### config.mk
export PLATFORM = sky130hd
export DESIGN_NAME = vl_tx_frame_serializer
export DESIGN_NICKNAME = d
export VERILOG_FILES = /design/src/rtl/vl_tx_frame_serializer.sv
export SDC_FILE = /design/constraint.sdc
export NUM_CORES = 1
export LEC_CHECK = 0
export CORE_MARGIN = 5
export CORE_UTILIZATION = 40
export CTS_BUF_LIST = sky130_fd_sc_hd__clkbuf_2 sky130_fd_sc_hd__clkbuf_4 sky130_fd_sc_hd__clkbuf_8
export CTS_CLUSTER_DIAMETER = 60
export CTS_CLUSTER_SIZE = 10
export DETAILED_ROUTE_END_ITERATION = 12
export GPL_TIMING_DRIVEN = 0
export PLACE_DENSITY = 0.58
export SYNTH_ARGS = -nofsm -noshare
export SYNTH_HDL_FRONTEND = slang
export SYNTH_SLANG_ARGS = --single-unit
### constraint.sdc
create_clock -name i_vl_tx_clk -period 2.8 [get_ports i_vl_tx_clk]
set_clock_uncertainty 0.1 [all_clocks]
set_input_delay 0.28 -clock i_vl_tx_clk [delete_from_list [all_inputs] [get_ports i_vl_tx_clk]]
set_output_delay 0.28 -clock i_vl_tx_clk [all_outputs]
set_load 0.1 [all_outputs]
### src/rtl/vl_tx_frame_serializer.sv
// Multi-lane Manchester TX framer: sync header, payload, inter-frame gap, runtime baud divider.
// Optional build macro VL_TX_CRC16_EN appends a CRC-16-CCITT trailer after the payload.
module vl_tx_frame_serializer #(
  parameter int          LANES       = 1,
  parameter int          HDR_WORDS   = 2,
  parameter logic [15:0] HDR_PATTERN = 16'hAAAB,
  parameter int          GAP_CHIPS   = 32,
  parameter logic        IDLE_LEVEL  = 1'b0
) (
  input  logic               i_vl_tx_clk,
  input  logic               i_vl_tx_rst_n,
  input  logic [15:0]        i_baud_div,
  input  logic               i_val,
  input  logic               i_sof,
  input  logic               i_eof,
  input  logic [8*LANES-1:0] i_data,
  output logic               o_rdy,
  output logic [LANES-1:0]   o_tx,
  output logic               o_tx_en,
  output logic               o_busy,
  output logic               o_frame_done,
  output logic               o_underrun,
  output logic               o_sof_err
);

  // state | meaning
  // IDLE  | waiting for a sof word
  // HDR   | sending HDR_WORDS copies of HDR_PATTERN
  // PAY   | sending payload words from the holding register
  // CRC   | appending the CRC trailer (VL_TX_CRC16_EN builds only)
  // GAP   | forced idle chips before the next frame

  localparam int W  = 8*LANES;
  localparam int GW = $clog2(GAP_CHIPS+1);
`ifdef VL_TX_CRC16_EN
  localparam int CRC_WORDS = (LANES == 1) ? 2 : 1;
`endif

  typedef enum logic [2:0] {
    S_IDLE = 3'd0,
    S_HDR  = 3'd1,
    S_PAY  = 3'd2,
`ifdef VL_TX_CRC16_EN
    S_CRC  = 3'd4,
`endif
    S_GAP  = 3'd3
  } state_t;

  state_t state, state_nxt;

  logic [W-1:0]            hold;
  logic                    hold_full, hold_last;
  logic                    last_loaded, eof_seen, drop, alive;
  logic [15:0]             div_lat, baud_cnt;
  logic [3:0]              chip_cnt;
  logic [7:0]              word_cnt;
  logic [GW-1:0]           gap_cnt;
  logic [LANES-1:0][15:0]  shreg;
  logic                    frame_done_q, underrun_q, sof_err_q;

  logic accept, tick, boundary, gap_done, tx_active, start, keep;
  logic load_hdr, load_pay, do_done, do_underrun;

  function automatic logic [15:0] manchester(input logic [7:0] b);
    logic [15:0] r;
    r = '0;
    for (int i = 0; i < 8; i++) r[2*i +: 2] = b[i] ? 2'b10 : 2'b01;
    return r;
  endfunction

`ifdef VL_TX_CRC16_EN
  logic [15:0] crc;
  logic [W-1:0] crc_word;
  logic load_crc;

  // Bytes are folded in lane order, MSB first, poly 0x1021.
  function automatic logic [15:0] crc_upd(input logic [15:0] c, input logic [W-1:0] d);
    logic [15:0] r;
    r = c;
    for (int k = 0; k < LANES; k++)
      for (int b = 7; b >= 0; b--)
        r = {r[14:0], 1'b0} ^ ((r[15] ^ d[8*k+b]) ? 16'h1021 : 16'h0000);
    return r;
  endfunction

  // Single lane sends high byte (loaded from PAY) then low byte (loaded from CRC).
  generate
    if (LANES == 1) begin : g_crc1
      assign crc_word = (state == S_PAY) ? crc[15:8] : crc[7:0];
    end else begin : g_crcn
      assign crc_word = W'({crc[7:0], crc[15:8]});
    end
  endgenerate
`endif

  assign tx_active = (state == S_HDR) || (state == S_PAY)
`ifdef VL_TX_CRC16_EN
                     || (state == S_CRC)
`endif
                     ;
  assign accept   = i_val & o_rdy;
  assign tick     = (baud_cnt == div_lat);
  assign boundary = tx_active & tick & (chip_cnt == 4'd15);
  assign gap_done = (gap_cnt == GW'(GAP_CHIPS));
  assign start    = (state == S_IDLE) & accept & i_sof;
  assign keep     = start | (accept & ((state == S_HDR) | (state == S_PAY)));

  always_ff @(posedge i_vl_tx_clk or negedge i_vl_tx_rst_n) begin
    if (!i_vl_tx_rst_n) state <= S_IDLE;
    else                state <= state_nxt;
  end

  always_comb begin
    state_nxt   = state;
    load_hdr    = 1'b0;
    load_pay    = 1'b0;
    do_done     = 1'b0;
    do_underrun = 1'b0;
`ifdef VL_TX_CRC16_EN
    load_crc    = 1'b0;
`endif
    case (state)
      S_IDLE: if (start) state_nxt = S_HDR;
      S_HDR: if (boundary) begin
        if (word_cnt == 8'(HDR_WORDS-1)) begin
          load_pay  = 1'b1;
          state_nxt = S_PAY;
        end else begin
          load_hdr = 1'b1;
        end
      end
      S_PAY: if (boundary) begin
        if (last_loaded) begin
`ifdef VL_TX_CRC16_EN
          load_crc  = 1'b1;
          state_nxt = S_CRC;
`else
          do_done   = 1'b1;
          state_nxt = S_GAP;
`endif
        end else if (hold_full) begin
          load_pay = 1'b1;
        end else begin
          do_underrun = 1'b1;
          state_nxt   = S_GAP;
        end
      end
`ifdef VL_TX_CRC16_EN
      S_CRC: if (boundary) begin
        if (word_cnt == 8'(CRC_WORDS-1)) begin
          do_done   = 1'b1;
          state_nxt = S_GAP;
        end else begin
          load_crc = 1'b1;
        end
      end
`endif
      S_GAP: if (gap_done) state_nxt = S_IDLE;
      default: state_nxt = S_IDLE;
    endcase
  end

  always_comb begin
    o_tx_en = tx_active;
    o_busy  = (state != S_IDLE);
    // Once the eof word is taken nothing more belongs to this frame.
    o_rdy   = alive & ~hold_full & ~eof_seen & (state != S_GAP)
`ifdef VL_TX_CRC16_EN
              & (state != S_CRC)
`endif
              ;
    o_tx    = {LANES{IDLE_LEVEL}};
    for (int k = 0; k < LANES; k++) o_tx[k] = tx_active ? shreg[k][15] : IDLE_LEVEL;
  end

  assign o_frame_done = frame_done_q;
  assign o_underrun   = underrun_q;
  assign o_sof_err    = sof_err_q;

  always_ff @(posedge i_vl_tx_clk or negedge i_vl_tx_rst_n) begin
    if (!i_vl_tx_rst_n) begin
      alive        <= 1'b0;
      hold         <= '0;
      hold_full    <= 1'b0;
      hold_last    <= 1'b0;
      last_loaded  <= 1'b0;
      eof_seen     <= 1'b0;
      drop         <= 1'b0;
      div_lat      <= '0;
      baud_cnt     <= '0;
      chip_cnt     <= '0;
      word_cnt     <= '0;
      gap_cnt      <= '0;
      shreg        <= '0;
      frame_done_q <= 1'b0;
      underrun_q   <= 1'b0;
      sof_err_q    <= 1'b0;
    end else begin
      alive        <= 1'b1;
      frame_done_q <= do_done;
      underrun_q   <= do_underrun;
      // Words trailing an aborted frame are discarded silently until the next sof.
      sof_err_q    <= accept & (((state == S_IDLE) & ~i_sof & ~drop) |
                                (((state == S_HDR) | (state == S_PAY)) & i_sof));

      if (start) div_lat <= i_baud_div;

      if (start || tick || (state == S_IDLE)) baud_cnt <= '0;
      else                                    baud_cnt <= baud_cnt + 16'd1;

      if (start)                 chip_cnt <= '0;
      else if (tx_active & tick) chip_cnt <= chip_cnt + 4'd1;

      if (start)         word_cnt <= '0;
      else if (boundary) word_cnt <= (state_nxt == state) ? word_cnt + 8'd1 : 8'd0;

      if (state != S_GAP)          gap_cnt <= '0;
      else if (tick && !gap_done)  gap_cnt <= gap_cnt + 1'b1;

      hold_full <= (hold_full & ~load_pay) | keep;
      if (keep) begin
        hold      <= i_data;
        hold_last <= i_eof;
      end

      if (state == S_GAP)  eof_seen <= 1'b0;
      else if (keep & i_eof) eof_seen <= 1'b1;

      if (do_underrun) drop <= 1'b1;
      else if (start)  drop <= 1'b0;

      if (start)         last_loaded <= 1'b0;
      else if (load_pay) last_loaded <= hold_last;

      for (int k = 0; k < LANES; k++) begin
        if (start || load_hdr)     shreg[k] <= HDR_PATTERN;
        else if (load_pay)         shreg[k] <= manchester(hold[8*k +: 8]);
`ifdef VL_TX_CRC16_EN
        else if (load_crc)         shreg[k] <= manchester(crc_word[8*k +: 8]);
`endif
        else if (tx_active & tick) shreg[k] <= {shreg[k][14:0], 1'b0};
      end
    end
  end

`ifdef VL_TX_CRC16_EN
  always_ff @(posedge i_vl_tx_clk or negedge i_vl_tx_rst_n) begin
    if (!i_vl_tx_rst_n)  crc <= 16'hFFFF;
    else if (start)      crc <= crc_upd(16'hFFFF, i_data);
    else if (keep)       crc <= crc_upd(crc, i_data);
  end
`endif

endmodule

# Word level (Yosys, flattened, before mapping)
# Index checks and enable logic that the tools add are counted.
# op_classes
add_sub_neg,4
eq_ne,9
muxes,50
bitwise_logic,24
n_reduce_logical,15
# ops
cell,n
two-way mux 16 bit,4
two-way mux 8 bit,3
two-way mux 1 bit,22
two-way mux 3 bit,7
adder 16 x 1 -> 16 bit (second input constant),1
== test 16 bit,1
two-way mux 2 bit,8
AND 1 bit,15
two-way mux 6 bit,2
one-hot mux 3 bit (4 select lines),1
nonzero test 2 bit,6
adder 8 x 1 -> 8 bit (second input constant),1
== test 8 x 1 -> 1 bit (second input constant),1
two-way mux 4 bit,2
adder 6 x 1 -> 6 bit (second input constant),1
== test 3 x 2 -> 1 bit (second input constant),2
== test 6 bit (second input constant),1
nonzero test 3 bit,2
inverter 1 bit,5
adder 4 x 1 -> 4 bit (second input constant),1
== test 4 bit (second input constant),1
logical OR 1 bit,4
bitwise OR 1 bit,4
== test 3 x 1 -> 1 bit (second input constant),1
other kinds (6),6
# word_totals
reg_bits,86
in_bits,29
elab_cells,119

# Logic depth before layout (Yosys ltp)
# Gate-level depths: netlist (run 1).
# logic_depth
ltp_word,13
ltp_mapped,9

# Worst setup path after synthesis (run 1)
# Ideal clock, no wire load.
# synth_timing
path_kind,register -> register
start,register hold_full
end,register div_lat[11]
t_arrival_ns,3.175
slack_ns,-0.591
path_stages_with_launch,9
path_buffers,2
cell_sequence,dfrtp_1 > or3b_2 > nor2_1 > nand2_1 > or2_2 > buf_2 > buf_2 > nand2_1 > nand2_1
# synth_between
elab_chain_cells,7
# synth_lines
element,line,text
from (decl),52,"logic hold_full, hold_last;"
from (signal assigned),220,hold_full <= (hold_full & ~load_pay) | keep;
inverter 1 bit,167,o_rdy = alive & ~hold_full & ~eof_seen & (state != S_GAP)
AND 1 bit (3 in a row),167,
via o_rdy,17,"output logic o_rdy,"
AND 1 bit,101,assign accept = i_val & o_rdy;
AND 1 bit (2 in a row),105,assign start = (state == S_IDLE) & accept & i_sof;
to (signal assigned),206,if (start) div_lat <= i_baud_div;
to (decl),54,"logic [15:0] div_lat, baud_cnt;"
# The timed path passes the listed nets, and every way through them passes these cells.
# A chain may end at the register's enable or synchronous reset.

# Final worst setup path (run 1)
# layout_timing
start,register state[0]
end,output o_busy
# layout_between
elab_chain_cells,1
# layout_lines
element,line,text
from (decl),49,"state_t state, state_nxt;"
from (signal assigned),110,else state <= state_nxt;
nonzero test 3 bit,165,o_busy = (state != S_IDLE);
to (decl),20,"output logic o_busy,"
# Every way passes these cells.

==> flow_summary_export.csv, run 1 <==
group,metric,value,unit
timing,hold_viol,0,
floorplan,die_h,114,um
drt,drc_errors,0,
drt,dr.pass1.iters,6,
outcome,status,"complete, no violations",
drt,wl_per_cell,15.1,um
global_routing,grt_max_degree,50,
timing,relSlewSlack,35.3,%
timing,fin_crit,2.72,ns
global_routing,grt-ovfl-total,0,
place,dpl_worst_slack,-0.428,ns
timing,slew_violations,0,
place,hpwlAfterDp,6.69,mm
critical_path,endpoint_kind,"primary output",
layout,areaGrowthSynthToFinish,19.0,%
layout,final_common_cell,"dfrtp_1",
yosys,yosysUniqueCellTypes,55,
drt,drt-vias-per-instance,5.22,
power,ir_drop,0.000315,V
critical_path,crit_slowest_cell,"clkdlybuf4s50_1",
critical_path,max_stage_delay,1.00,ns
global_routing,met3_usage,3.66,%
critical_path,path_class,"flop to primary output",
drt,ant_nets,0,
timing,max_freq,368,MHz
floorplan,dieArea,13000,sq um
layout,fin_nets,527,
timing,period_share,97.0,%
drt,num_vias,3321,
yosys,yosysSeqAreaShare,49.8,%
clocking,cts_made_buffers,9,
yosys,syn_inst,442,
global_routing,grtUsageTotal,15.8,%
floorplan,io_pins,36,
timing,finalSetupViolations,0,
critical_path,worstPathArrival,2.34,ns
timing,worstMarginPinSlew,0.967,ns
layout,diodes,0,
power,power_density,500,nW/um^2
global_routing,grt_use_met1,21.9,%
global_routing,met2_usage,24.2,%
timing,rsz0062_at_grt,"false",
yosys,synth_edf_count,0,
yosys,synth_flop_cell,"dfrtp_1",
layout,fillCellCount,1011,
clocking,clock_latency,0.36,ns
layout,seqCellArea,2150,sq um
global_routing,grt_pass1_wl,16.4,mm
yosys,synth_nets,477,
critical_path,crit_required,2.42,ns
yosys,syn-cell-area,4320,sq um
power,leakage,2.31,nW
global_routing,busiest_layer,"met2",
place,numPortBuffers,35,
layout,finish.utilization,48.1,%
global_routing,antenna_found_initial,0,
layout,drive_gt1_share,12.9,%
yosys,syn-mean-instance-area,9.78,sq um
layout,multiInputGateArea,2040,sq um
critical_path,crit_chain,"buf_2 -> or3_1 -> clkdlybuf4s50_1",
yosys,ys_seq_elements,86,
clocking,clkTransAtPathRegs,0.09,ns
floorplan,start_util,40.4,%
critical_path,crit_path_start_kind,"flop",
yosys,ys_warn_count,0,
critical_path,crit_fanout,10,
clocking,cts_sinks,86,
yosys,async_reset_ff_share,100,%
min_path,min_path_type,"input port to asynchronous set/reset pin",
job,cap_viol_max_count,0,
clocking,cts_tree,"built",
layout,final_cell_mix,"dfrtp_1, nand2_1, nor2_1",
drt,drt_iter0_markers,144,
drt,wl,9.63,mm
timing,final.setup.worst_slack,0.0837,ns
clocking,ctsRootBufferMaster,"clkbuf_8",
floorplan,die_w,114,um
floorplan,num_rows,38,
clocking,htreeDepth,3,
timing,holdWs,0.332,ns
place,globalplace.congestion,0.772,
clocking,clk_path_buf_depth,2,
global_routing,first_global_vias,3271,
floorplan,core-area,10700,sq um
metal layers:
layer	routed length [um]	share of wire [%]	vias to the layer above
li1	-	-	1625
met4	150	1.6	0
met5	0	0	-
met1	4660	48	1630
met3	376	3.9	10
met2	4440	46	56
area by class of cell:
type	instances	share of cell area, %
clock inverters	4	1.85
well taps	140	3.41
repair buffers	39	7.59
plain buffers	20	2.02
inverters	11	0.803
flip-flops and latches	86	41.8
clock buffers	11	2.82
multi-input cells	325	39.7
state kept, by name, indices dropped and copies added, names as in the netlist, 3 cells and up:
register / cells
shreg: 16
word_cnt: 8
chip_cnt: 4
div_lat: 16
baud_cnt: 16
gap_cnt: 6
state: 3
hold: 8
logic make-up after synthesis:
group	synth area share, %
compound gates	8.83
simple gates	26.8
xor+xnor	7.09
fa+ha+maj	1.74
flops	49.8
other cells	0.174
buf+inv	3.30
mux	2.32
final timing paths:
path                               start           end  slack [ns]  depth (start not counted)
setup / recovery                state[0]        o_busy        0.08                          3
hold / removal             i_vl_tx_rst_n     shreg[14]        0.33                          2
setup reg to reg                state[0]     shreg[14]        0.26                          9
hold reg to reg                     drop          drop        0.39                          1
max in group asynchronous  i_vl_tx_rst_n  o_frame_done        1.65                          3
min in group i_vl_tx_clk   i_baud_div[1]    div_lat[1]        0.34                          3
what timing repair did:
item / in CTS / in global routing
setup endpoints to repair: 10 / 10
resized for setup: 14 / 4
gates cloned: 0 / 0
pin swaps: 0 / 1
hold buffers: 1 / 0
endpoints found under the hold margin: 37 / 0
buffers inserted: 0 / 2
cells in the mapped netlist, types with 2 or more instances:
cell / n / area share, %
o21ai_0: 17 / 2.0
nand2b_1: 8 / 1.2
or2_2: 3 / 0.43
and3_1: 4 / 0.58
and4bb_1: 4 / 1.2
xnor2_1: 24 / 4.9
nand3_1: 28 / 3.2
a21o_1: 4 / 0.69
inv_1: 11 / 0.96
a31oi_1: 8 / 1.2
nand3b_1: 2 / 0.35
and2_1: 4 / 0.58
nor4b_1: 2 / 0.41
clkbuf_1: 6 / 0.52
o31ai_2: 5 / 1.4
xor2_1: 11 / 2.2
or3_1: 10 / 1.4
nor4_1: 2 / 0.29
buf_2: 12 / 1.4
mux2_2: 8 / 2.1
nand4_1: 9 / 1.3
nor3b_1: 2 / 0.35
nor4bb_1: 2 / 0.46
nor3_1: 6 / 0.69
dfrtp_1: 86 / 50
conb_1: 2 / 0.17
nor2_1: 37 / 3.2
ha_1: 6 / 1.7
and4_1: 2 / 0.41
nand2_1: 77 / 6.7
and4b_1: 6 / 1.4
a21oi_1: 11 / 1.3
stage by stage:
stage	power [mW]	setup TNS, ns	cells	area (sq um)
2_1_floorplan	1.44	0	442	4330
3_3_place_gp	1.53	-158.77	617	4860
3_5_place_dp	1.54	-0.772	618	4880
4_1_cts	2.60	0	634	5130
5_1_grt	2.68	0	636	5140
6_report	2.57	0	636	5140
critical path, delay by kind of cell, from the launching register on:
family | cells | cell delay (ns)
buffers and inverters | 2 | 1.18
DFF | 1 | 0.38
and+or+nand+nor | 1 | 0.42
power breakdown:
| part | switching (mW) | internal (mW) | leakage [nW] |
|---|---|---|---|
| logic | 0.106 | 0.0996 | 1.06 |
| clock network | 0.431 | 0.621 | 0.123 |
| registers | 0.0339 | 1.28 | 1.12 |
(Power assumes the default switching activity.)
==> inputs of run 2 (changes only) <==
==> constraint.sdc (replaced) <==
create_clock -name i_vl_tx_clk -period 2.8 [get_ports i_vl_tx_clk]
set_clock_uncertainty 0.1 [all_clocks]
set_input_delay 0.28 -clock i_vl_tx_clk [delete_from_list [all_inputs] [get_ports i_vl_tx_clk]]
set_output_delay 0.28 -clock i_vl_tx_clk [all_outputs]
set_load 0.005 [all_outputs]
==> run 2 against run 1 <==
Utilization is 0.37 points lower. Critical path type unchanged. Total power is 6.3% lower. Flip-flop and latch count unchanged. Die area is the same.
==> flow_summary_export.csv, run 2 (same netlist as run 1, synthesis figures left out) <==
group,metric,value,unit
outcome,status,"complete, no violations",
layout,top_regs,"baud_cnt (16), div_lat (16), shreg (16)",
floorplan,dieArea,13000,sq um
global_routing,first_global_vias,3234,
layout,stdcell_area,5100,sq um
timing,setup_tns,0,ns
timing,worstMarginPinSlew,0.775,ns
power,power_density,472,nW/um^2
place,dpl_worst_slack,-0.0729,ns
drt,drt_iter0_markers,150,
drt,drt-vias-per-instance,5.13,
drt,drc_errors,0,
clocking,cts_tree,"built",
clocking,cts_made_buffers,9,
clocking,ctsRootBufferMaster,"clkbuf_8",
layout,drive_gt1_share,12.3,%
critical_path,r2r_slack,0.15,ns
place,numPortBuffers,35,
floorplan,num_rows,38,
critical_path,crit_path_start_kind,"flop",
floorplan,die_w,114,um
critical_path,reg2regPathDepth,9,
timing,fin_crit,2.69,ns
floorplan,start_util,40.4,%
place,dpl_cell_area,4870,sq um
min_path,min_path_type,"input port to asynchronous set/reset pin",
timing,finalSetupViolations,0,
critical_path,path_class,"flop to primary output",
global_routing,grt-ovfl-total,0,
global_routing,antenna_found_initial,0,
clocking,post_cts_buffers,0,
floorplan,die_h,114,um
layout,diodes,0,
critical_path,crit_fanout,10,
clocking,clock_latency,0.37,ns
timing,period_share,96.1,%
critical_path,crit_required,2.42,ns
power,power,2.41,mW
layout,fin_nets,525,
timing,relSlewSlack,47.7,%
timing,holdWs,0.307,ns
layout,areaGrowthSynthToFinish,18.1,%
layout,final_cell_mix,"dfrtp_1, nand2_1, nor2_1",
drt,ant_nets,0,
timing,max_freq,372,MHz
global_routing,grt_max_degree,51,
clocking,cts_sinks,86,
drt,num_vias,3256,
global_routing,grt_pass1_wl,16.3,mm
drt,dr.pass1.iters,5,
critical_path,worstPathArrival,2.31,ns
place,globalplace.congestion,0.791,
timing,slew_violations,0,
job,cap_viol_max_count,0,
floorplan,io_pins,36,
drt,wl_per_cell,15.1,um
timing,rsz0062_at_grt,"true",
power,ir_drop,0.000256,V
layout,final_common_cell,"dfrtp_1",
clocking,clk_path_buf_depth,2,
critical_path,endpoint_kind,"primary output",
clocking,htreeDepth,3,
drt,wl,9.56,mm
timing,final.setup.worst_slack,0.109,ns
power,leakage,2.28,nW
floorplan,core-area,10700,sq um
place,hpwlAfterDp,6.69,mm
clocking,clkTransAtPathRegs,0.09,ns
timing,hold_viol,0,
global_routing,grtUsageTotal,15.9,%
run 2: cell count changes in the layout (fill, tap and decap cells not counted), sizes merged:
cell,previous run,this run
clkinv,1,3
buf,20,16
clkdlybuf4s50,31,34
bufinv,3,1
run 2: layer usage:
metal / GRT usage, % / wire length [um]
met5: 0 / 0
met4: 7.52 / 242
met3: 2.97 / 290
met2: 23.0 / 4210
met1: 23.0 / 4820
run 2: final cells by class:
type                            instances  area (sq um)
Buffer                                 20           110
Clock buffer                           12           159
Clock inverter                          4          45.0
Fill cell                            1023          5590
Inverter                               11          41.3
Multi-Input combinational cell        325          2040
Sequential cell                        86          2150
Tap cell                              140           175
Timing Repair Buffer                   37           385
run 2: worst paths after layout:
path,startpoint,to
max in group asynchronous,i_vl_tx_rst_n,chip_cnt[2]
hold / removal,i_vl_tx_rst_n,gap_cnt[2]
min in group i_vl_tx_clk,i_baud_div[2],div_lat[2]
setup reg to reg,state[0],shreg[14]
hold reg to reg,last_loaded,o_underrun
setup / recovery,state[0],o_tx
run 2: what timing repair did:
| action | 4_1_cts | 5_1_grt |
|---|---|---|
| pin swaps | 0 | 1 |
| hold buffers | 1 | 0 |
| setup endpoints to repair | 12 | 13 |
| cloned | 0 | 0 |
| endpoints found under the hold margin | 36 | 0 |
| resized for setup | 5 | 3 |
run 2: critical path: stages (launching register included):
cell	delay, ns
dfrtp_1	0.38
buf_2	0.18
xnor2_1	0.16
nor2_2	0.15
clkbuf_4	0.22
clkbuf_4	0.22
and2_1	0.14
clkdlybuf4s50_1	0.49
run 2: power breakdown:
part           total [mW]  switching [mW]  internal [mW]
registers            1.31          0.0330           1.28
clock network       0.901           0.434          0.467
logic               0.196          0.0988         0.0967
total                2.41           0.566           1.84
run 2: metrics by stage:
| stage | util (%) | cells |
|---|---|---|
| CTS | 47.7 | 635 |
| finish | 47.7 | 635 |
| global route | 47.7 | 635 |
| floorplan | - | 442 |
| global placement | 45.3 | 617 |
| detailed placement | 45.6 | 618 |
